## src/rtl/intr_ctrl85.sv

```systemverilog
// 8085 interrupt controller: pin synchronisers, SIM/RIM state, IE/EI-shadow handling
// and fixed-priority selection of one request plus vector for the control sequencer.
module intr_ctrl85 #(
  parameter int SYNC_STAGES = 2,
  parameter int ADDRSIZE    = 16
) (
  input  logic                CLK,
  input  logic                RST_,
  input  logic                TRAP,
  input  logic                RST75,
  input  logic                RST65,
  input  logic                RST55,
  input  logic                INTR,
  input  logic                SID,
  input  logic                INST_END,
  input  logic                EI_SET,
  input  logic                DI_SET,
  input  logic                SIM_WR,
  input  logic [7:0]          SIM_DATA,
  input  logic                IACK,
  output logic                IRQ,
  output logic [2:0]          ISRC,
  output logic [ADDRSIZE-1:0] IVEC,
  output logic                IE,
  output logic [7:0]          RIM_DATA,
  output logic                SOD
);

  localparam logic [2:0] SRC_NONE = 3'b000;
  localparam logic [2:0] SRC_INTR = 3'b001;
  localparam logic [2:0] SRC_R55  = 3'b010;
  localparam logic [2:0] SRC_R65  = 3'b011;
  localparam logic [2:0] SRC_R75  = 3'b100;
  localparam logic [2:0] SRC_TRAP = 3'b101;

  // Highest set bit wins: {trap, 7.5, 6.5, 5.5, intr}
  function automatic logic [2:0] pick_src(input logic [4:0] req);
    logic [2:0] src;
    src = SRC_NONE;
    if (req[4])      src = SRC_TRAP;
    else if (req[3]) src = SRC_R75;
    else if (req[2]) src = SRC_R65;
    else if (req[1]) src = SRC_R55;
    else if (req[0]) src = SRC_INTR;
    return src;
  endfunction

  function automatic logic [ADDRSIZE-1:0] vec_of(input logic [2:0] src);
    logic [7:0] v;
    case (src)
      SRC_TRAP: v = 8'h24;
      SRC_R75:  v = 8'h3C;
      SRC_R65:  v = 8'h34;
      SRC_R55:  v = 8'h2C;
      default:  v = 8'h00;
    endcase
    return ADDRSIZE'(v);
  endfunction

  logic [5:0] pins;
  logic [5:0] sync_p [SYNC_STAGES];
  logic [5:0] pins_s;
  logic [1:0] edge_q;

  assign pins = {SID, INTR, RST55, RST65, RST75, TRAP};

  // Synchroniser chain: stage 0 samples the raw pins, the last stage is the _s view
  always_ff @(posedge CLK) begin
    if (!RST_) begin
      for (int i = 0; i < SYNC_STAGES; i++) sync_p[i] <= '0;
      edge_q <= '0;
    end else begin
      sync_p[0] <= pins;
      for (int i = 1; i < SYNC_STAGES; i++) sync_p[i] <= sync_p[i-1];
      edge_q <= pins_s[1:0];
    end
  end

  assign pins_s = sync_p[SYNC_STAGES-1];

  logic trap_s, r75_s, r65_s, r55_s, intr_s, sid_s;
  logic trap_rise, r75_rise;

  assign trap_s    = pins_s[0];
  assign r75_s     = pins_s[1];
  assign r65_s     = pins_s[2];
  assign r55_s     = pins_s[3];
  assign intr_s    = pins_s[4];
  assign sid_s     = pins_s[5];
  assign trap_rise = trap_s & ~edge_q[0];
  assign r75_rise  = r75_s & ~edge_q[1];

  logic       ie_q, blk_q, r75_q, trp_q, sod_q;
  logic [2:0] mask_q;
  logic       gate;
  logic [4:0] req;
  logic       take;

  assign gate = ie_q & ~blk_q;
  assign req  = {trp_q & trap_s,
                 gate & r75_q & ~mask_q[2],
                 gate & r65_s & ~mask_q[1],
                 gate & r55_s & ~mask_q[0],
                 gate & intr_s};
  assign IRQ  = |req;
  assign ISRC = pick_src(req);
  assign IVEC = vec_of(ISRC);
  assign take = IACK & IRQ;

  // Control state: a fresh edge always outranks a same-cycle clear of its latch
  always_ff @(posedge CLK) begin
    if (!RST_) begin
      ie_q   <= 1'b0;
      blk_q  <= 1'b0;
      mask_q <= 3'b111;
      r75_q  <= 1'b0;
      trp_q  <= 1'b0;
      sod_q  <= 1'b0;
    end else begin
      if (trap_rise)                                trp_q <= 1'b1;
      else if (!trap_s || (take && ISRC == SRC_TRAP)) trp_q <= 1'b0;

      if (r75_rise)                                 r75_q <= 1'b1;
      else if ((take && ISRC == SRC_R75) || (SIM_WR && SIM_DATA[4]))
                                                    r75_q <= 1'b0;

      // blk holds off maskable requests until the instruction after EI completes
      if (take || DI_SET) begin
        ie_q  <= 1'b0;
        blk_q <= 1'b0;
      end else if (EI_SET) begin
        ie_q  <= 1'b1;
        blk_q <= 1'b1;
      end else if (INST_END) begin
        blk_q <= 1'b0;
      end

      if (SIM_WR && SIM_DATA[3]) mask_q <= SIM_DATA[2:0];
      if (SIM_WR && SIM_DATA[6]) sod_q  <= SIM_DATA[7];
    end
  end

  logic unused_sim;
  assign unused_sim = SIM_DATA[5];

  assign IE       = ie_q;
  assign SOD      = sod_q;
  assign RIM_DATA = {sid_s, r75_q, r65_s, r55_s, ie_q, mask_q};

endmodule

```

## config.mk

```make
export PLATFORM = sky130hd
export DESIGN_NAME = intr_ctrl85
export DESIGN_NICKNAME = d
export VERILOG_FILES = /design/src/rtl/intr_ctrl85.sv
export SDC_FILE = /design/constraint.sdc
export NUM_CORES = 1
export LEC_CHECK = 0
export CORE_UTILIZATION = 38
export DETAILED_ROUTE_END_ITERATION = 6
export PLACE_DENSITY_LB_ADDON = 0.15
export REMOVE_ABC_BUFFERS = 1
export SYNTH_ARGS = -nofsm -noshare
export SYNTH_HDL_FRONTEND = slang
export SYNTH_SLANG_ARGS = --single-unit
```

## constraint.sdc

```tcl
create_clock -name CLK -period 1.7 [get_ports CLK]
set_clock_uncertainty 0.15 [all_clocks]
set_input_delay 0.34 -clock CLK [delete_from_list [all_inputs] [get_ports CLK]]
set_output_delay 0.34 -clock CLK [all_outputs]
set_load 0.005 [all_outputs]
```

**Word level (Yosys, flattened, before mapping)**

Memories as Yosys holds them, arrays and structs flattened.
Index checks and enable logic that the tools add are counted.

- Memories kept: 1
- Flip-flop bits (word level): 10
- Output and inout port bits: 30
- Memory bits (writable): 12
- Logic and storage cells: 63

- Reductions and logical operators: 14
- Multiplexer cells: 16
- Bitwise logic cells: 21
- Equal/unequal tests: 4

Memories:

| name | words | width | read ports | clocked after memory_dff | wr ports | RTL line | source |
|---|---|---|---|---|---|---|---|
| sync_p | 2 | 6 | 2 | 0 | 2 | 61 | `logic [5:0] sync_p [SYNC_STAGES];` |

Operators by type and width:

| kind | count |
|---|---|
| one-hot mux 6 bit (4 select lines) | 1 |
| bitwise AND 1 bit | 12 |
| two-way mux 6 bit | 2 |
| two-way mux 1 bit | 9 |
| NOT 1 bit | 7 |
| equality test 3 x 2 -> 1 bit, second input constant | 2 |
| equality test 3 bit, second input constant | 2 |
| two-way mux 3 bit | 2 |
| nonzero test 2 bit | 3 |
| logical AND 1 bit | 5 |
| OR reduction 5 bit | 1 |
| two-way mux 2 bit | 2 |
| logical OR 1 bit | 3 |
| OR 1 bit | 2 |
| OR reduction 2 bit | 1 |
| logical NOT 1 bit | 1 |

**Longest topological paths before layout**

Gate-level depths: netlist (run 1).

- Depth after elaboration: 13
- Depth in mapped cells: 5
- Gate-level depth less buffers: 4

**Worst setup path before layout (run 1)**

Ideal clock, no wire load.

- Path type: reg2out
- From: register ie_q, in the netlist IE
- To: output IVEC[5]
- Cell stages (with the launch flop): 6
- Required time: 1.210 ns
- Arrival time: 1.057 ns
- Slack: 0.153 ns
- Path buffers: 2
- Path through: dfxtp_1 nand2b_1 buf_4 o21a_4 o21ai_0 buf_4

- Cells in the longest elaborated chain, start to end: 9
- Elaborated cells on any way between the ends: 18

Ends and longest elaborated chain:

| what | RTL line | source |
|---|---|---|
| from (decl) | 93 | `logic ie_q, blk_q, r75_q, trp_q, sod_q;` |
| from (signal assigned) | 113 | `ie_q <= 1'b0;` |
| from (signal assigned) | 129 | `ie_q <= 1'b0;` |
| from (signal assigned) | 132 | `ie_q <= 1'b1;` |
| bitwise AND 1 bit (*) | 99 | `assign gate = ie_q & ~blk_q;` |
| bitwise AND 1 bit (on tied branches) | 104, 103 |  |
| two-way mux 1 bit / bitwise AND 1 bit (equally long branches) | 44, 103 |  |
| two-way mux 2 bit | 43 | `else if (req[1]) src = SRC_R55;` |
| two-way mux 2 bit | 42 | `else if (req[2]) src = SRC_R65;` |
| two-way mux 3 bit (*) | 41 | `else if (req[3]) src = SRC_R75;` |
| two-way mux 3 bit (*) | 40 | `if (req[4]) src = SRC_TRAP;` |
| equality test 3 x 2 -> 1 bit / equality test 3 bit (equally long branches) | 50 | `case (src)` |
| one-hot mux 6 bit (4 select lines) (*) | 50 |  |
| to (decl) | 23 | `output logic [ADDRSIZE-1:0] IVEC,` |

Mark *: on every way between the ends. The rest lies on a longest branch, timed or not.

**Worst setup path after layout (run 1)**

- From: register blk_q
- To: output ISRC[0]

- Cells in the longest elaborated chain, start to end: 8
- Elaborated cells on any way between the ends: 14

Ends and longest elaborated chain:

| what | RTL line | source |
|---|---|---|
| from (decl) | 93 |  |
| from (signal assigned) | 114 | `blk_q <= 1'b0;` |
| from (signal assigned) | 130 | `blk_q <= 1'b0;` |
| from (signal assigned) | 133 | `blk_q <= 1'b1;` |
| NOT 1 bit (*) | 99 |  |
| bitwise AND 1 bit (*) | 99 |  |
| bitwise AND 1 bit (on tied branches) | 104, 103 |  |
| two-way mux 1 bit / bitwise AND 1 bit (equally long branches) | 44, 103 |  |
| two-way mux 2 bit | 43 |  |
| two-way mux 2 bit | 42 |  |
| two-way mux 3 bit (*) | 41 |  |
| two-way mux 3 bit (*) | 40 |  |
| to (decl) | 22 | `output logic [2:0] ISRC,` |

Marked as above.

==> results of run 1 <==
[final cells by class]
type / count / area, µm²
inverter: 3 / 11.3
multi-input combinational: 75 / 494
sequential: 22 / 453
fill: 220 / 952
timing repair buffer: 55 / 470
clock buffer: 4 / 36.3
tap: 30 / 37.5
[final timing paths]
| path | startpoint | cells after the start | slack, ns | end |
|---|---|---|---|---|
| setup / recovery | blk_q | 4 | -0.06 | ISRC[0] |
| setup reg to reg | blk_q | 5 | 0.36 | r75_q |
| hold reg to reg | edge_q[0] | 1 | 0.27 | trp_q |
| hold / removal | edge_q[0] | 1 | 0.27 | trp_q |
[placed cells by master, fill, tap and decap left out, types with 2 or more instances in the layout]
cell type	Yosys	final
sky130_fd_sc_hd__inv_1	2	2
sky130_fd_sc_hd__nand2b_4	0	4
sky130_fd_sc_hd__nand3_1	8	8
sky130_fd_sc_hd__nor3_2	1	2
sky130_fd_sc_hd__dfxtp_1	22	14
sky130_fd_sc_hd__a21oi_2	0	2
sky130_fd_sc_hd__o211ai_1	2	2
sky130_fd_sc_hd__nor2_1	2	2
sky130_fd_sc_hd__buf_2	2	7
sky130_fd_sc_hd__a21boi_0	2	2
sky130_fd_sc_hd__clkbuf_4	0	3
sky130_fd_sc_hd__buf_4	19	16
sky130_fd_sc_hd__conb_1	1	12
sky130_fd_sc_hd__nor2b_1	5	2
sky130_fd_sc_hd__buf_6	0	3
sky130_fd_sc_hd__nand2_1	10	9
sky130_fd_sc_hd__dfxtp_2	0	7
sky130_fd_sc_hd__and2_1	13	13
sky130_fd_sc_hd__dlygate4sd2_1	0	7
sky130_fd_sc_hd__clkdlybuf4s50_1	0	21
sky130_fd_sc_hd__nor2b_4	0	3
sky130_fd_sc_hd__a21oi_1	6	4
[layer usage]
| metal | track usage (%) | vias to the layer above | share of wire [%] |
|---|---|---|---|
| met5 | 0 | - | 0 |
| met2 | 25.9 | 43 | 50 |
| met1 | 19.4 | 379 | 41 |
| li1 | - | 432 | - |
| met4 | 10.5 | 0 | 1.8 |
| met3 | 4.06 | 4 | 6.9 |
[flip-flops by register name, indices dropped and copies added (netlist names)]
register / count
sync_p: 12
mask_q: 3
edge_q: 2
IE: 1
SOD: 1
blk_q: 1
r75_q: 1
trp_q: 1
[kinds of logic (layout without fill, tap and decap cells)]
family	Yosys count	in the layout	synth area share (%)
AOI/OAI and AO/OA	15	15	10.1
buffers and inverters	24	62	16.7
DFF	22	22	44.9
other	1	12	0.382
and+or+nand+nor	48	48	27.9
[what timing repair did]
action                     CTS  global route
pin swaps                    4             3
buffers inserted             4             0
setup endpoints to repair   16             9
gates resized for setup     65             5
hold buffers                 0             0
[through the flow]
| stage | setup WS, ns | utilization [%] |
|---|---|---|
| floorplan | 0.258 | - |
| finish | -0.0591 | 61.2 |
| global route | -0.123 | 61.2 |
| CTS | -0.0541 | 60.3 |
| global placement | -0.181 | 56.6 |
| detailed placement | -0.219 | 56.6 |
[power groups by stage]
stage	sequential, mW	combinational (mW)	clock, mW
after detailed placement	0.562	0.155	0
after CTS	0.556	0.162	0.291
after global routing	0.558	0.183	0.313
final	0.555	0.166	0.279
after global placement	0.561	0.153	0
after floorplan	0.564	0.0437	0
[worst max-delay path: stages, from the launching register on]
cell,delay (ns)
sky130_fd_sc_hd__dfxtp_2,0.34
sky130_fd_sc_hd__nand2b_4,0.16
sky130_fd_sc_hd__buf_4,0.15
sky130_fd_sc_hd__o31ai_2,0.17
sky130_fd_sc_hd__buf_2,0.15
==> parameters.txt, run 1 <==
Parameter                              Value

Floorplanning
  Total Die Area ... 2790 µm²
  # IOs ... 51
  Die X-Extent ... 52.8 µm
  Floorplan die height ... 52.8 µm
  Placeable core area ... 2450 µm²
  Std cell rows ... 18
  Initial core utilization ... 40.0%

Logic synthesis
  Number of instances in the synthesized netlist ... 110
  Leading cell types by count after synthesis ... sky130_fd_sc_hd__dfxtp_1, sky130_fd_sc_hd__buf_4, sky130_fd_sc_hd__and2_1, sky130_fd_sc_hd__nand2_1, sky130_fd_sc_hd__nand3_1
  Share of synthesized registers carrying an async set or reset ... 0%
  Synthesis warning total ... 0
  Largest area contributor in the synthesized netlist ... sky130_fd_sc_hd__dfxtp_1
  Most common cell in the netlist ... sky130_fd_sc_hd__dfxtp_1
  Sequential share of the synthesized area ... 44.9%
  Top cell type's share of synthesized area ... 44.9%
  EDFF count, synth ... 0
  Flops & latches, synth ... 22
  Main flop type after synthesis ... sky130_fd_sc_hd__dfxtp_1
  Post-synth cell types ... 25
  Average cell area after synthesis ... 8.92 µm²
  Synth area leaders ... sky130_fd_sc_hd__dfxtp_1, sky130_fd_sc_hd__buf_4, sky130_fd_sc_hd__and2_1, sky130_fd_sc_hd__nand3_1, sky130_fd_sc_hd__nand2_1
  Area of the mapped netlist ... 981 µm²

Flow run
  Number of maximum-capacitance violations ... 0

Cells and area
  Final net count ... 181
  Final design instance area without fill ... 1500 µm²
  Antenna fix cells ... 0
  Post-synthesis to final-layout area growth ... 53.2%
  Proportion of layout cells with a drive suffix above 1 ... 34.6%
  Non-filler instance count after layout ... 189

Setup path
  Required time reported for the critical path endpoint ... 1.21 ns
  Category of the most critical setup path ... register to output pin
  Largest fanout of any net on the critical path ... 6
  CP Capture Type ... output pin
  Startpoint types ... register
  Worst Path Arrival ... 1.27 ns

Timing
  Final worst-path setup slack ... -0.0591 ns
  Period minus WS final ... 1.76 ns
  Part of the cycle the worst path needs ... 103%
  Highest achievable clock rate ... 568 MHz
  RSZ-0062 raised after global routing ... true
  Smallest hold slack ... 0.273 ns
  Final Hold Vio Count ... 0
  TNS Setup ... -0.150 ns
  Final Max Slew Viols ... 0
  Setup-violating endpoint count in the final report ... 4

Clocking
  CTS tree ... yes
  Num Clock Sinks ... 22
  Inserted Clock Buffers ... 3
  H-tree lvl count ... 1
  Max Root-Sink Buffers ... 2
  CTS root buffer ... sky130_fd_sc_hd__clkbuf_4
  Clock network latency to the later pin of the worst-skew pair ... 0.30 ns
  Clk slew on worst S/H paths ... 0.12 ns

Detailed routing
  Via Count ... 858
  Final wirelength ... 2100 µm
  Routed wire per std cell ... 11.1 µm
  Drt initial violations ... 15
  Antenna-violating nets left ... 0
  Number of remaining DRC errors ... 0
  Post-DR vias/cell ... 4.54
  Total iterations of the first detailed-routing run ... 4

Global routing
  Initial antenna violation count ... 0
  Overall fraction of global-route tracks in use ... 16.4%
  Grt ovf ... 0
  Vias in the first global route ... 741
  Global-route wire length before repair ... 3150 µm
  Maximum number of pins on one net before global-route repair ... 18

Worst hold path
  Class of the tightest hold or removal check ... register to register

Power and ir drop
  Comb power frac ... 16.6%
  Fraction of power consumed by sequential logic ... 55.5%
  Internal portion of total power ... 0.777 mW
  Power density relative to cell area ... 666 nW/µm²
  Switching share of power ... 22.4%
  VDD IR-drop max ... 0.500 mV
  Clock network power share ... 27.9%
  Sw Pwr ... 0.224 mW
  Leakage dissipation ... 0.688 nW
  Total power ... 1.00 mW

Place
  Cells after DPL ... 182
  Total placed instance area ... 1390 µm²
  Number of buffers inserted by port buffering ... 37
  Routability congestion estimate from global placement ... 0.785
  Final HPWL DP ... 1440 µm

Outcome
  Violations in the final reports ... negative setup slack
  Status ... finished, violations left
(Power assumes the default switching activity.)
==> run 2, diff against run 1 <==
--- a/config.mk
+++ b/config.mk
@@ -6,6 +6,7 @@
 export NUM_CORES = 1
 export LEC_CHECK = 0
 export CORE_UTILIZATION = 38
+export CTS_CLUSTER_DIAMETER = 30
 export DETAILED_ROUTE_END_ITERATION = 6
 export PLACE_DENSITY_LB_ADDON = 0.15
 export REMOVE_ABC_BUFFERS = 1
==> results of run 2 <==
Final layout, timing and power as in run 1 (identical DEF).
==> run 3, diff against run 2 <==
==> constraint.sdc (replaced) <==
create_clock -name CLK -period 1.98 [get_ports CLK]
set_clock_uncertainty 0.15 [all_clocks]
set_input_delay 0.396 -clock CLK [delete_from_list [all_inputs] [get_ports CLK]]
set_output_delay 0.396 -clock CLK [all_outputs]
set_load 0.005 [all_outputs]
==> run 3 against run 2 <==
Net effect:
- the flow now finishes without violations
- global-route usage decreased by 1.0 points
- clock-buffer cell count decreased by 1
- combinational power decreased by 20%
- critical path type unchanged
==> parameters.txt, run 3 (synthesis results as in run 1) <==
Parameter                              Value

Global routing
  Initial antenna violation count ... 0 (unchanged)
  Maximum number of pins on one net before global-route repair ... 15 (-3)
  Vias in the first global route ... 768 (+3.6%)
  Grt ovf ... 0 (unchanged)
  Overall fraction of global-route tracks in use ... 15.4% (-1.0 points)
  Global-route wire length before repair ... 3090 µm (-2.0%)

Floorplanning
  Die X-Extent ... 52.8 µm (unchanged)
  Total Die Area ... 2790 µm² (unchanged)
  Placeable core area ... 2450 µm² (unchanged)
  Initial core utilization ... 40.0% (unchanged)
  Floorplan die height ... 52.8 µm (unchanged)
  # IOs ... 51 (unchanged)
  Std cell rows ... 18 (unchanged)

Cells and area
  Antenna fix cells ... 0 (unchanged)
  Final design instance area without fill ... 1450 µm² (-3.6%)
  Most common cell after layout, fill and taps aside ... sky130_fd_sc_hd__clkdlybuf4s50_1
  Core utilization of the finished layout ... 59.0% (-2.2 points)
  Proportion of layout cells with a drive suffix above 1 ... 24.0% (-11 points)
  Largest register by flop count ... sync_p
  Biggest registers after layout ... sync_p (12), mask_q (3), edge_q (2)
  Final net count ... 172 (-5.0%)
  Commonest non-fill, non-tap cells in the layout ... sky130_fd_sc_hd__clkdlybuf4s50_1, sky130_fd_sc_hd__dfxtp_1, sky130_fd_sc_hd__and2_1
  Post-synthesis to final-layout area growth ... 47.7%
  Max reg flops ... 12 (unchanged)

Power and ir drop
  Leakage dissipation ... 0.627 nW (-8.8%)
  VDD IR-drop max ... 0.474 mV (-5.2%)
  Fraction of power consumed by sequential logic ... 50.2% (-5.3 points)
  Switching share of power ... 20.5% (-1.9 points)
  Total power ... 0.949 mW (-5.2%)
  Sw Pwr ... 0.194 mW (-13%)
  Power density relative to cell area ... 655 nW/µm² (-1.6%)
  Internal portion of total power ... 0.754 mW (-2.8%)
  Clock network power share ... 35.9% (+8.0 points)
  Comb power frac ... 13.9% (-2.7 points)

Clocking
  Clock network latency to the later pin of the worst-skew pair ... 0.31 ns (about the same)
  Num Clock Sinks ... 22 (unchanged)
  Max Root-Sink Buffers ... 2 (unchanged)
  Clk slew on worst S/H paths ... 0.12 ns (about the same)
  H-tree lvl count ... 1 (unchanged)
  CTS root buffer ... sky130_fd_sc_hd__clkbuf_4
  CTS tree ... yes
  # hold bufs at CTS ... 0 (unchanged)
  Inserted Clock Buffers ... 3 (unchanged)

Setup path
  Category of the most critical setup path ... register to output pin
  Setup slack of the worst register-to-register path ... 0.78 ns (+0.42 ns)
  Worst R2R Start ... blk_q
  CP Capture Type ... output pin
  Worst Path Arrival ... 1.36 ns (+0.09 ns)
  R2r worst-path depth ... 4 (-1)
  Endpoint of the worst register-to-register path ... r75_q
  Worst setup path startpoint ... mask_q[2]
  Required time reported for the critical path endpoint ... 1.43 ns (+0.22 ns)
  Startpoint types ... register
  Largest fanout of any net on the critical path ... 3 (-3)
  Critical Path Sink ... RIM_DATA[2]

Timing
  Final Hold Vio Count ... 0 (unchanged)
  TNS Setup ... 0 ns (+0.150 ns)
  RSZ-0062 raised after global routing ... true
  Smallest hold slack ... 0.272 ns (-0.000675 ns)
  Highest achievable clock rate ... 524 MHz
  Part of the cycle the worst path needs ... 96.4%
  Period minus WS final ... 1.91 ns
  Setup-violating endpoint count in the final report ... 0 (-4)
  Final Max Slew Viols ... 0 (unchanged)

Detailed routing
  Antenna-violating nets left ... 0 (unchanged)
  Number of remaining DRC errors ... 0 (unchanged)
  Post-DR vias/cell ... 4.52 (-0.51%)
  Via Count ... 813 (-5.2%)
  Final wirelength ... 1850 µm (-12%)
  Routed wire per std cell ... 10.3 µm (-7.2%)
  Total iterations of the first detailed-routing run ... 3 (-1)
  Drt initial violations ... 12 (-3)

Place
  Final HPWL DP ... 1410 µm (-2.1%)
  Routability congestion estimate from global placement ... 0.806 (+2.7%)
  Number of buffers inserted by port buffering ... 37 (unchanged)
  Total placed instance area ... 1340 µm² (-3.8%)

Flow run
  Number of maximum-capacitance violations ... 0 (unchanged)

Worst hold path
  Class of the tightest hold or removal check ... register to register
  Hold Path Origin ... edge_q[0]

Outcome
  Status ... finished, final reports clean
==> run 3: changes by cell type in the layout (fill, tap and decap cells not counted), moves of 3 or more <==
cell / change
sky130_fd_sc_hd__clkdlybuf4s50_1: +8
sky130_fd_sc_hd__buf_2: -7
sky130_fd_sc_hd__buf_4: -7
sky130_fd_sc_hd__dlygate4sd2_1: -4
sky130_fd_sc_hd__buf_6: -3
==> run 3: critical path, cell delays in order, from the launching register on <==
cell                              delay [ns]
sky130_fd_sc_hd__dfxtp_2                0.34
sky130_fd_sc_hd__buf_4                  0.12
sky130_fd_sc_hd__buf_4                  0.11
sky130_fd_sc_hd__clkdlybuf4s50_1        0.49
==> run 3: worst min-delay path by stage <==
stage,cells past startpoint,end
final,1,trp_q
after CTS,1,trp_q
after global routing,1,r75_q
after floorplan,1,trp_q
after global placement,1,trp_q
after detailed placement,1,trp_q
==> run 3: metal layers <==
metal	vias to the layer above	part of all wire (%)	global-route usage [%]
met4	0	2.1	7.89
met2	36	45	27.0
met1	360	47	18.1
met3	5	6.3	1.74
li1	412	-	-
met5	-	0	0
==> run 3: final cells by class <==
cell class                 count  area, µm²
sequential                    22        448
tap                           30       37.5
timing repair buffer          46        424
clock buffer                   3       22.5
clock inverter                 1       30.0
fill                         221       1010
inverter                       3       11.3
multi-input combinational     75        475
==> run 3: what timing repair did <==
action / CTS / global route
endpoints found under the setup margin: 8 / 7
gates cloned: 0 / 0
gates resized for setup: 21 / 14
endpoints found under the hold margin: 0 / 0
pin swaps: 0 / 1
buffers inserted: 1 / 0
==> run 3: through the flow <==
stage,cells,setup WS [ns]
2_1_floorplan,100,0.482
3_3_place_gp,175,0.0191
3_5_place_dp,175,-0.00495
4_1_cts,180,0.0167
5_1_grt,180,0.00256
6_report,180,0.0717
==> run 3: power by group through the flow <==
stage	Sequential [mW]	Clock (mW)	Combinational [mW]
floorplan	0.484	0	0.0376
global route	0.480	0.368	0.146
detailed placement	0.483	0	0.123
global placement	0.483	0	0.121
finish	0.476	0.340	0.132
CTS	0.476	0.345	0.130
